[config.mk]
export PLATFORM = sky130hd
export DESIGN_NAME = m68_bus_master
export DESIGN_NICKNAME = d
export VERILOG_FILES = /design/src/rtl/m68_bus_master.sv
export SDC_FILE = /design/constraint.sdc
export NUM_CORES = 1
export LEC_CHECK = 0
export CORE_MARGIN = 1.5
export CORE_UTILIZATION = 41
export DETAILED_ROUTE_END_ITERATION = 8
export DONT_BUFFER_PORTS = 1
export GPL_ROUTABILITY_DRIVEN = 0
export PLACE_DENSITY = 0.63
export SLEW_MARGIN = 20
export SYNTH_ARGS = -nofsm -noshare
export SYNTH_HDL_FRONTEND = slang
export SYNTH_SLANG_ARGS = --single-unit
[constraint.sdc]
create_clock -name clk -period 2.9 [get_ports clk]
set_clock_uncertainty 0.1 [all_clocks]
set_input_delay 0.58 -clock clk [delete_from_list [all_inputs] [get_ports clk]]
set_output_delay 0.58 -clock clk [all_outputs]
set_load 0.005 [all_outputs]
[src/rtl/m68_bus_master.sv]
// ---------------------------------------------------------------------------
// m68_bus_master
//
// 68000-style bus initiator. A single-beat valid/ready request is turned into
// an AS/RW/UDS/LDS bus cycle that completes on DTACK. If DTACK never arrives,
// or is never released, a bounded wait returns an error response instead of
// hanging.
//
// Optional feature (compile-time macro M68_BUS_RETRY_EN):
//   defined   - the first DTACK timeout re-runs the same cycle once; only a
//               second timeout reports rsp_err.
//   undefined - the first timeout reports rsp_err; no retry state exists.
//
// Parameters
//   SETUP_CYC    cycles addr/rw/data are stable before AS falls (>=1)
//   TIMEOUT_CYC  max cycles waiting on DTACK in ASSERT, and again in RELEASE (>=4)
//
// Ports
//   clk, rst_n             clock (posedge), asynchronous active-low reset
//   req_valid/req_ready    request handshake; ready only while idle
//   req_rw/addr/wdata/be   request fields (rw 1=read, be[1]=UDS, be[0]=LDS,
//                          be 2'b00 treated as 2'b11)
//   rsp_valid              one-cycle completion pulse
//   rsp_rdata/rsp_err      read data (0 on writes/errors), timeout flag
//   M68_addr/data_out/rw   registered bus address, write data, direction
//   M68_as/uds/lds         registered active-low strobes
//   M68_dtack/data_in      responder acknowledge (active-low) and read data
// ---------------------------------------------------------------------------
module m68_bus_master #(
  parameter int SETUP_CYC   = 1,
  parameter int TIMEOUT_CYC = 64
) (
  input  logic        clk,
  input  logic        rst_n,
  input  logic        req_valid,
  output logic        req_ready,
  input  logic        req_rw,
  input  logic [23:0] req_addr,
  input  logic [15:0] req_wdata,
  input  logic [1:0]  req_be,
  output logic        rsp_valid,
  output logic [15:0] rsp_rdata,
  output logic        rsp_err,
  output logic [31:0] M68_addr,
  output logic [15:0] M68_data_out,
  output logic        M68_rw,
  output logic        M68_as,
  output logic        M68_uds,
  output logic        M68_lds,
  input  logic        M68_dtack,
  input  logic [15:0] M68_data_in
);

  // One counter serves SETUP, ASSERT and RELEASE, so size it for the longest.
  localparam int MAX_CYC = (TIMEOUT_CYC > SETUP_CYC) ? TIMEOUT_CYC : SETUP_CYC;
  localparam int CNT_W   = $clog2(MAX_CYC + 1);
  localparam logic [CNT_W-1:0] SETUP_LAST = CNT_W'(SETUP_CYC - 1);
  localparam logic [CNT_W-1:0] TO_LAST    = CNT_W'(TIMEOUT_CYC - 1);

  typedef enum logic [1:0] {
    S_IDLE,
    S_SETUP,
    S_ASSERT,
    S_RELEASE
  } state_t;

  state_t           state_q, state_d;
  logic [CNT_W-1:0] cnt_q, cnt_d;
  logic             ready_q, ready_d;
  logic             as_q, as_d;
  logic             uds_q, uds_d;
  logic             lds_q, lds_d;
  logic             rw_q, rw_d;
  logic [23:0]      addr_q, addr_d;
  logic [15:0]      wdata_q, wdata_d;
  logic [1:0]       be_q, be_d;
  logic             err_pend_q, err_pend_d;
  logic             rsp_valid_q, rsp_valid_d;
  logic [15:0]      rsp_rdata_q, rsp_rdata_d;
  logic             rsp_err_q, rsp_err_d;
  logic             retry_now;

`ifdef M68_BUS_RETRY_EN
  // retried_q: the one permitted retry has been used for this request.
  // retry_pend_q: the current RELEASE leads back into SETUP, not to a response.
  logic retried_q, retried_d;
  logic retry_pend_q, retry_pend_d;
  assign retry_now = retry_pend_q;
`else
  assign retry_now = 1'b0;
`endif

  // ---------------------------------------------------------------------------
  // Next-state / next-output logic
  // ---------------------------------------------------------------------------
  always_comb begin
    state_d     = state_q;
    cnt_d       = cnt_q;
    ready_d     = ready_q;
    as_d        = as_q;
    uds_d       = uds_q;
    lds_d       = lds_q;
    rw_d        = rw_q;
    addr_d      = addr_q;
    wdata_d     = wdata_q;
    be_d        = be_q;
    err_pend_d  = err_pend_q;
    rsp_valid_d = 1'b0;
    rsp_rdata_d = rsp_rdata_q;
    rsp_err_d   = rsp_err_q;
`ifdef M68_BUS_RETRY_EN
    retried_d    = retried_q;
    retry_pend_d = retry_pend_q;
`endif

    case (state_q)
      S_IDLE: begin
        if (req_valid && ready_q) begin
          // Capture the whole request; the bus sees it from the next cycle
          // while the strobes stay high.
          addr_d      = req_addr;
          rw_d        = req_rw;
          wdata_d     = req_wdata;
          be_d        = (req_be == 2'b00) ? 2'b11 : req_be;
          ready_d     = 1'b0;
          cnt_d       = '0;
          err_pend_d  = 1'b0;
          rsp_rdata_d = 16'h0000;
          rsp_err_d   = 1'b0;
`ifdef M68_BUS_RETRY_EN
          retried_d    = 1'b0;
          retry_pend_d = 1'b0;
`endif
          state_d = S_SETUP;
        end
      end

      S_SETUP: begin
        // After the setup time, AS is only asserted once DTACK is released,
        // so a responder still finishing a previous cycle cannot ack this one.
        if (cnt_q == SETUP_LAST) begin
          if (M68_dtack) begin
            as_d    = 1'b0;
            uds_d   = ~be_q[1];
            lds_d   = ~be_q[0];
            cnt_d   = '0;
            state_d = S_ASSERT;
          end
        end else begin
          cnt_d = cnt_q + CNT_W'(1);
        end
      end

      S_ASSERT: begin
        if (!M68_dtack) begin
          if (rw_q) rsp_rdata_d = M68_data_in;
          as_d    = 1'b1;
          uds_d   = 1'b1;
          lds_d   = 1'b1;
          cnt_d   = '0;
          state_d = S_RELEASE;
        end else if (cnt_q == TO_LAST) begin
          as_d    = 1'b1;
          uds_d   = 1'b1;
          lds_d   = 1'b1;
          cnt_d   = '0;
`ifdef M68_BUS_RETRY_EN
          if (!retried_q) begin
            retried_d    = 1'b1;
            retry_pend_d = 1'b1;
          end else begin
            err_pend_d = 1'b1;
          end
`else
          err_pend_d = 1'b1;
`endif
          // A retry also passes through RELEASE: it guarantees DTACK is high
          // and keeps the strobes high for RELEASE + SETUP >= 2 cycles.
          state_d = S_RELEASE;
        end else begin
          cnt_d = cnt_q + CNT_W'(1);
        end
      end

      S_RELEASE: begin
        if (M68_dtack) begin
          cnt_d = '0;
          if (retry_now) begin
            state_d = S_SETUP;
          end else begin
            rsp_valid_d = 1'b1;
            rsp_err_d   = err_pend_q;
            if (err_pend_q) rsp_rdata_d = 16'h0000;
            ready_d     = 1'b1;
            state_d     = S_IDLE;
          end
        end else if (cnt_q == TO_LAST) begin
          // Responder never let go of DTACK: report an error regardless of
          // how the cycle itself ended.
          cnt_d       = '0;
          rsp_valid_d = 1'b1;
          rsp_err_d   = 1'b1;
          rsp_rdata_d = 16'h0000;
          ready_d     = 1'b1;
          state_d     = S_IDLE;
        end else begin
          cnt_d = cnt_q + CNT_W'(1);
        end
      end

      default: state_d = S_IDLE;
    endcase

`ifdef M68_BUS_RETRY_EN
    if (state_q == S_RELEASE && state_d != S_RELEASE) retry_pend_d = 1'b0;
`endif
  end

  // ---------------------------------------------------------------------------
  // State and output registers
  // ---------------------------------------------------------------------------
  always_ff @(posedge clk or negedge rst_n) begin
    if (!rst_n) begin
      state_q     <= S_IDLE;
      cnt_q       <= '0;
      ready_q     <= 1'b1;
      as_q        <= 1'b1;
      uds_q       <= 1'b1;
      lds_q       <= 1'b1;
      rw_q        <= 1'b1;
      addr_q      <= 24'h000000;
      wdata_q     <= 16'h0000;
      be_q        <= 2'b11;
      err_pend_q  <= 1'b0;
      rsp_valid_q <= 1'b0;
      rsp_rdata_q <= 16'h0000;
      rsp_err_q   <= 1'b0;
`ifdef M68_BUS_RETRY_EN
      retried_q    <= 1'b0;
      retry_pend_q <= 1'b0;
`endif
    end else begin
      state_q     <= state_d;
      cnt_q       <= cnt_d;
      ready_q     <= ready_d;
      as_q        <= as_d;
      uds_q       <= uds_d;
      lds_q       <= lds_d;
      rw_q        <= rw_d;
      addr_q      <= addr_d;
      wdata_q     <= wdata_d;
      be_q        <= be_d;
      err_pend_q  <= err_pend_d;
      rsp_valid_q <= rsp_valid_d;
      rsp_rdata_q <= rsp_rdata_d;
      rsp_err_q   <= rsp_err_d;
`ifdef M68_BUS_RETRY_EN
      retried_q    <= retried_d;
      retry_pend_q <= retry_pend_d;
`endif
    end
  end

  assign req_ready    = ready_q;
  assign rsp_valid    = rsp_valid_q;
  assign rsp_rdata    = rsp_rdata_q;
  assign rsp_err      = rsp_err_q;
  assign M68_addr     = {8'h00, addr_q};
  assign M68_data_out = wdata_q;
  assign M68_rw       = rw_q;
  assign M68_as       = as_q;
  assign M68_uds      = uds_q;
  assign M68_lds      = lds_q;

endmodule

==> results of run 1 <==
-- cells by family (layout without fill, tap and decap cells) --
group,count (synthesis),after routing,synth area share
DFF,75,75,0.5798
adders and majority gates,6,6,0.02309
muxes,48,48,0.1654
AOI/OAI and AO/OA,47,47,0.09773
and+or+nand+nor,67,67,0.09234
other,1,8,0.001153
buffers and inverters,25,26,0.04040
-- how the worst max path moves through the flow --
stage | endpoint | slack, ns | cells past startpoint
after floorplan | M68_data_out[10] | 0.87 | 6
after global routing | cnt_q[6] | 0.49 | 7
final | cnt_q[5] | 0.65 | 7
after detailed placement | cnt_q[5] | 0.67 | 7
after global placement | cnt_q[5] | 0.74 | 7
after CTS | cnt_q[5] | 0.66 | 7
-- per-stage QoR --
| step | power, uW | util |
|---|---|---|
| 6_report | 3907 | 0.4665 |
| 5_1_grt | 4191 | 0.4665 |
| 4_1_cts | 3971 | 0.4665 |
| 3_5_place_dp | 3009 | 0.4325 |
| 3_3_place_gp | 2955 | 0.4325 |
| 2_1_floorplan | 2720 | - |
-- worst register-to-register path: stages (launching register included) --
cell and delay (ns):
dfrtp_1 0.38, inv_1 0.08, ha_1 0.28, a21bo_1 0.38, o41ai_4 0.15, a211oi_2 0.52, a21o_1 0.19, a22o_1 0.11
-- cell usage after synthesis, drive strengths merged, types with 2 or more instances --
master	instances	share of area
dfrtp	68	0.52
mux2	46	0.16
nand2	40	0.046
o21ai	27	0.042
clkbuf	10	0.012
buf	9	0.022
nor2	9	0.010
dfstp	7	0.057
ha	6	0.023
inv	6	0.0069
nand3	5	0.0077
a22o	4	0.011
nor2b	4	0.0077
nand2b	3	0.0058
a21o	2	0.0046
a21oi	2	0.0031
a31oi	2	0.0038
and3	2	0.0038
mux2i	2	0.0062
nand3b	2	0.0046
-- repair_timing --
item                                   4_1_cts  5_1_grt
setup buffers                                0        0
endpoints found under the hold margin       75        0
hold buffers                                 1        0
-- power by group --
group | internal (uW) | switching [uW] | leakage (uW)
clock network | 518 | 402 | 0.000115
logic | 542 | 573 | 0.000553
registers | 1530 | 345 | 0.000939
total | 2590 | 1320 | 0.00161
-- routing by layer --
layer | global-route usage | vias up | wire length [um] | part of all wire
met1 | 0.1790 | 966 | 2565 | 0.41
met2 | 0.2395 | 97 | 2964 | 0.47
li1 | - | 913 | - | -
met4 | 0.08077 | 0 | 127 | 0.020
met3 | 0.06053 | 11 | 600 | 0.096
met5 | 0 | - | 0 | 0
-- state kept, by name, summed over array words and instances (netlist names) --
register,flops
addr_q,24
M68_data_out,16
rsp_rdata,16
cnt_q,7
be_q,2
state_q,2
M68_as,1
M68_lds,1
M68_rw,1
M68_uds,1
err_pend_q,1
req_ready,1
rsp_err,1
rsp_valid,1
-- area by class of cell --
class                      instances  area (um^2)  share of cell area
clock buffer                      10        137.6             0.03838
clock inverter                     6        96.34             0.02687
inverter                           6        22.52            0.006281
multi-input combinational        176         1266              0.3531
sequential                        75         1886              0.5258
tap                              102        127.6             0.03559
timing repair buffer               4        50.05             0.01396
==> results.txt, run 1 <==
DR pass1 iterations -> 4
Die H -> 92.06 um
Ports -> 134
fin crit period -> 2.253 ns
Post-Syn Instances -> 269
Setup crit start kind -> register
Filler cells -> 737
worst vdd ir -> 0.4314 mV
Finished Cell Area -> 0.003586 mm^2
WS Path Type -> reg -> reg
Routed WL per cell -> 16.51 um
status -> finished clean
Placement Setup Slack -> 0.6692 ns
CTS Sinks -> 75
core box area -> 0.007687 mm^2
H-tree depth -> 3
clk slew on worst S/H paths -> 0.08 ns
worst-case clock buffer depth -> 2
layout cell share with drive strength beyond 1 -> 0.2816
buffers and inverters on the worst path -> 1
worst-path maximum fanout -> 8
Worst-Skew Late Latency -> 0.34 ns
post-layout worst setup margin -> 0.6467 ns
post-route insts no fill -> 379
initial DRC count -> 63
total negative slack -> 0 ns
final slew viol count -> 0
worst hold margin -> 0.03199 ns
Final Net Count -> 341
count of final setup violators -> 0
standard-cell row count -> 32
gr ovfl total -> 0
Layout area overhead -> 10.27%
Die ar. -> 0.008475 mm^2
warnings from Yosys -> 0
Num CTS Buffers -> 9
distinct cell type count after synthesis -> 36
critical path arrival -> 2.43 ns
CP top delay family -> compound AO/OA/AOI/OAI gates
final WL -> 6258 um
Final Cycle Share -> 0.7770
n_diodes -> 0
number of remaining DRC errors -> 0
Seq/Total Area, Yosys -> 0.5798
Final ANT Viol Nets -> 0
via count -> 1987
Placed Cells -> 362
synthesized area -> 0.003252 mm^2
crit path launch -> state_q[0]
Port Buf Inserts -> 0
register bit total from synthesis -> 75
Pwr Density -> 1090 mW/mm^2
Top FF cell, synth -> dfrtp_1
pin count of the biggest net entering global routing -> 76
Starting Density -> 0.4230
CTS tree -> done
worst hold path class -> in -> async
RSZ-0062 raised after global routing -> false
hpwl dp -> 4355 um
most common cell after layout, fill and taps aside -> dfrtp_1
Critical Path, Cell by Cell -> inv_1 > ha_1 > a21bo_1 > o41ai_4 > a211oi_2 > a21o_1 > a22o_1
endpoints failing hold -> 0
reg2reg path depth -> 7
Slowest-stage cell, CP -> a211oi_2
asr flop ratio synth -> 1.000
WP data required -> 3.08 ns
number of global-route vias before repair -> 2048
CP max stage delay -> 0.52 ns
Area after DPL -> 0.003324 mm^2
via density per instance -> 5.243
worst reg2reg path startpoint -> state_q[0]
crit end category -> register
gr usage total -> 0.1525
RR Endpoint -> cnt_q[5]
Slew @ Worst Pin -> 0.5527 ns
Fmax -> 0.4438 GHz
Reg2Reg Setup Slack -> 0.65 ns
Root Buffer -> clkbuf_8
P_leak -> 0.001607 uW
first-pass GRT wire length -> 10030 um
most frequent cells in the layout -> dfrtp_1 (68), mux2_2 (45), nand2_1 (40)
Worst slew margin -> 0.6308
Max-Cap Viols -> 0
EDFF count, synth -> 0
Syn Area/Cell -> 12.09 um^2
# resized after CTS -> 0
antenna violations before repair -> 0
Die W -> 92.06 um
Note: power is estimated with default switching activity, not from simulation.
==> run 2: changes to the inputs <==
==> constraint.sdc (replaced) <==
create_clock -name clk -period 2.3 [get_ports clk]
set_clock_uncertainty 0.1 [all_clocks]
set_input_delay 0.46 -clock clk [delete_from_list [all_inputs] [get_ports clk]]
set_output_delay 0.46 -clock clk [all_outputs]
set_load 0.005 [all_outputs]
==> run 2 against run 1 <==
  * Global-route usage rose by 0.48 points
  * First-iteration DRC count fell by 1.6%
  * Highest routed layer unchanged
  * Hold slack improved by 0.12 ns
  * Power rose by 23%
  * Sequential share of layout area barely moved
  * Combinational power rose by 30%
==> results.txt, run 2 (synthesis results as in run 1) <==
M1 WL -> 2494 um
first-pass GRT wire length -> 10150 um
Clk pwr share -> 0.209
status -> finished clean
worst vdd ir -> 0.6955 mV
worst-case clock buffer depth -> 2
DR pass1 iterations -> 4
endpoints failing hold -> 0
uppermost layer routed -> met4
final WL -> 6282 um
layout cell share with drive strength beyond 1 -> 0.2837
Final Cycle Share -> 0.9275
CTS Sinks -> 75
Routed WL per cell -> 16.36 um
pin count of the biggest net entering global routing -> 76
hpwl dp -> 4350 um
count of final setup violators -> 0
most common cell after layout, fill and taps aside -> dfrtp_1
fin crit period -> 2.133 ns
Final Net Count -> 346
standard-cell row count -> 32
RR Endpoint -> cnt_q[5]
WP data required -> 2.43 ns
initial DRC count -> 62
WS Path Type -> reg -> reg
gr ovfl total -> 0
Ports -> 134
Layout area overhead -> 10.31%
Total Power -> 4797 uW
Sequential Power Share -> 0.492
Met2 Wirelength -> 2984 um
via count -> 1999
H-tree depth -> 3
via density per instance -> 5.206
Die ar. -> 0.008475 mm^2
total negative slack -> 0 ns
most flop-heavy register -> addr_q
P_leak -> 0.001608 uW
core box area -> 0.007687 mm^2
Die W -> 92.06 um
reg2reg path depth -> 5
number of remaining DRC errors -> 0
Setup crit end -> cnt_q[5]
CTS tree -> done
number of global-route vias before repair -> 2137
P_sw -> 1631 uW
Pint -> 3166 uW
worst reg2reg path startpoint -> cnt_q[4]
crit path launch -> cnt_q[4]
Root Buffer -> clkbuf_8
n_diodes -> 0
Reg2Reg Setup Slack -> 0.17 ns
gr usage total -> 0.1573
Die H -> 92.06 um
# resized after CTS -> 0
RSZ-0062 raised after global routing -> false
Hold Path Origin -> M68_data_in[15]
post-layout worst setup margin -> 0.1667 ns
clk slew on worst S/H paths -> 0.08 ns
Largest register FFs -> 24
metal3 WL -> 696 um
Num CTS Buffers -> 9
antenna violations before repair -> 0
Area after DPL -> 0.003354 mm^2
crit end category -> register
Placement Setup Slack -> 0.1757 ns
switch share -> 0.3399
combinational group share of total power -> 0.299
Starting Density -> 0.4230
Final ANT Viol Nets -> 0
Slew @ Worst Pin -> 0.5039 ns
Setup crit start kind -> register
critical path arrival -> 2.27 ns
final slew viol count -> 0
Port Buf Inserts -> 0
most frequent cells in the layout -> dfrtp_1 (68), mux2_2 (45), nand2_1 (40)
Finished Cell Area -> 0.003587 mm^2
Max-Cap Viols -> 0
Pwr Density -> 1337 mW/mm^2
worst-path maximum fanout -> 8
Post-Route Utilization -> 0.4666
Worst slew margin -> 0.6635
Fmax -> 0.4687 GHz
Worst-Skew Late Latency -> 0.34 ns
worst hold path class -> in -> reg
[run 2: what timing repair did]
action | CTS | global route
hold buffers | 2 | 0
endpoints found under the hold margin | 75 | 0
setup buffers | 0 | 0
[run 2: cell type report]
type	instances	area (um^2)
Clock buffer	12	145.1
Multi-Input combinational cell	176	1266
Tap cell	102	127.6
Fill cell	727	4100
Inverter	6	22.52
Clock inverter	4	50.05
Sequential cell	75	1886
Timing Repair Buffer	9	90.09
[run 2: power groups by stage]
stage | clock network (uW) | logic (uW) | registers, uW
after floorplan | 0 | 1180 | 2250
after global placement | 0 | 1370 | 2380
after detailed placement | 0 | 1420 | 2400
after CTS | 1050 | 1450 | 2380
after global routing | 1100 | 1640 | 2440
final | 1000 | 1440 | 2360
[run 2: worst min-delay path by stage]
stage | endpoint | slack [ns] | cells after the start
after global placement | addr_q[19] | 0.07 | 0
after global routing | rsp_rdata[8] | 0.14 | 2
after floorplan | M68_data_out[0] | 0.06 | 0
after detailed placement | addr_q[19] | 0.07 | 0
after CTS | rsp_rdata[7] | 0.13 | 2
final | rsp_rdata[15] | 0.16 | 2
[run 2: worst max-delay path: stages (launching register included)]
cell,delay (ns)
dfrtp_1,0.44
or4_4,0.60
o41ai_4,0.37
a211oi_2,0.16
a21o_1,0.19
a22o_1,0.18
[run 2: layer usage]
metal  track usage  vias up
met5             0        -
met4       0.07308        0
met3       0.06633       10
met2        0.2525      104
met1        0.1818      958
li1              -      927
[run 2: per-stage QoR]
stage	cells	hold WS, ns
CTS	384	0.1328
floorplan	276	0.06441
finish	384	0.1568
global route	384	0.1411
detailed placement	366	0.06572
global placement	366	0.06562
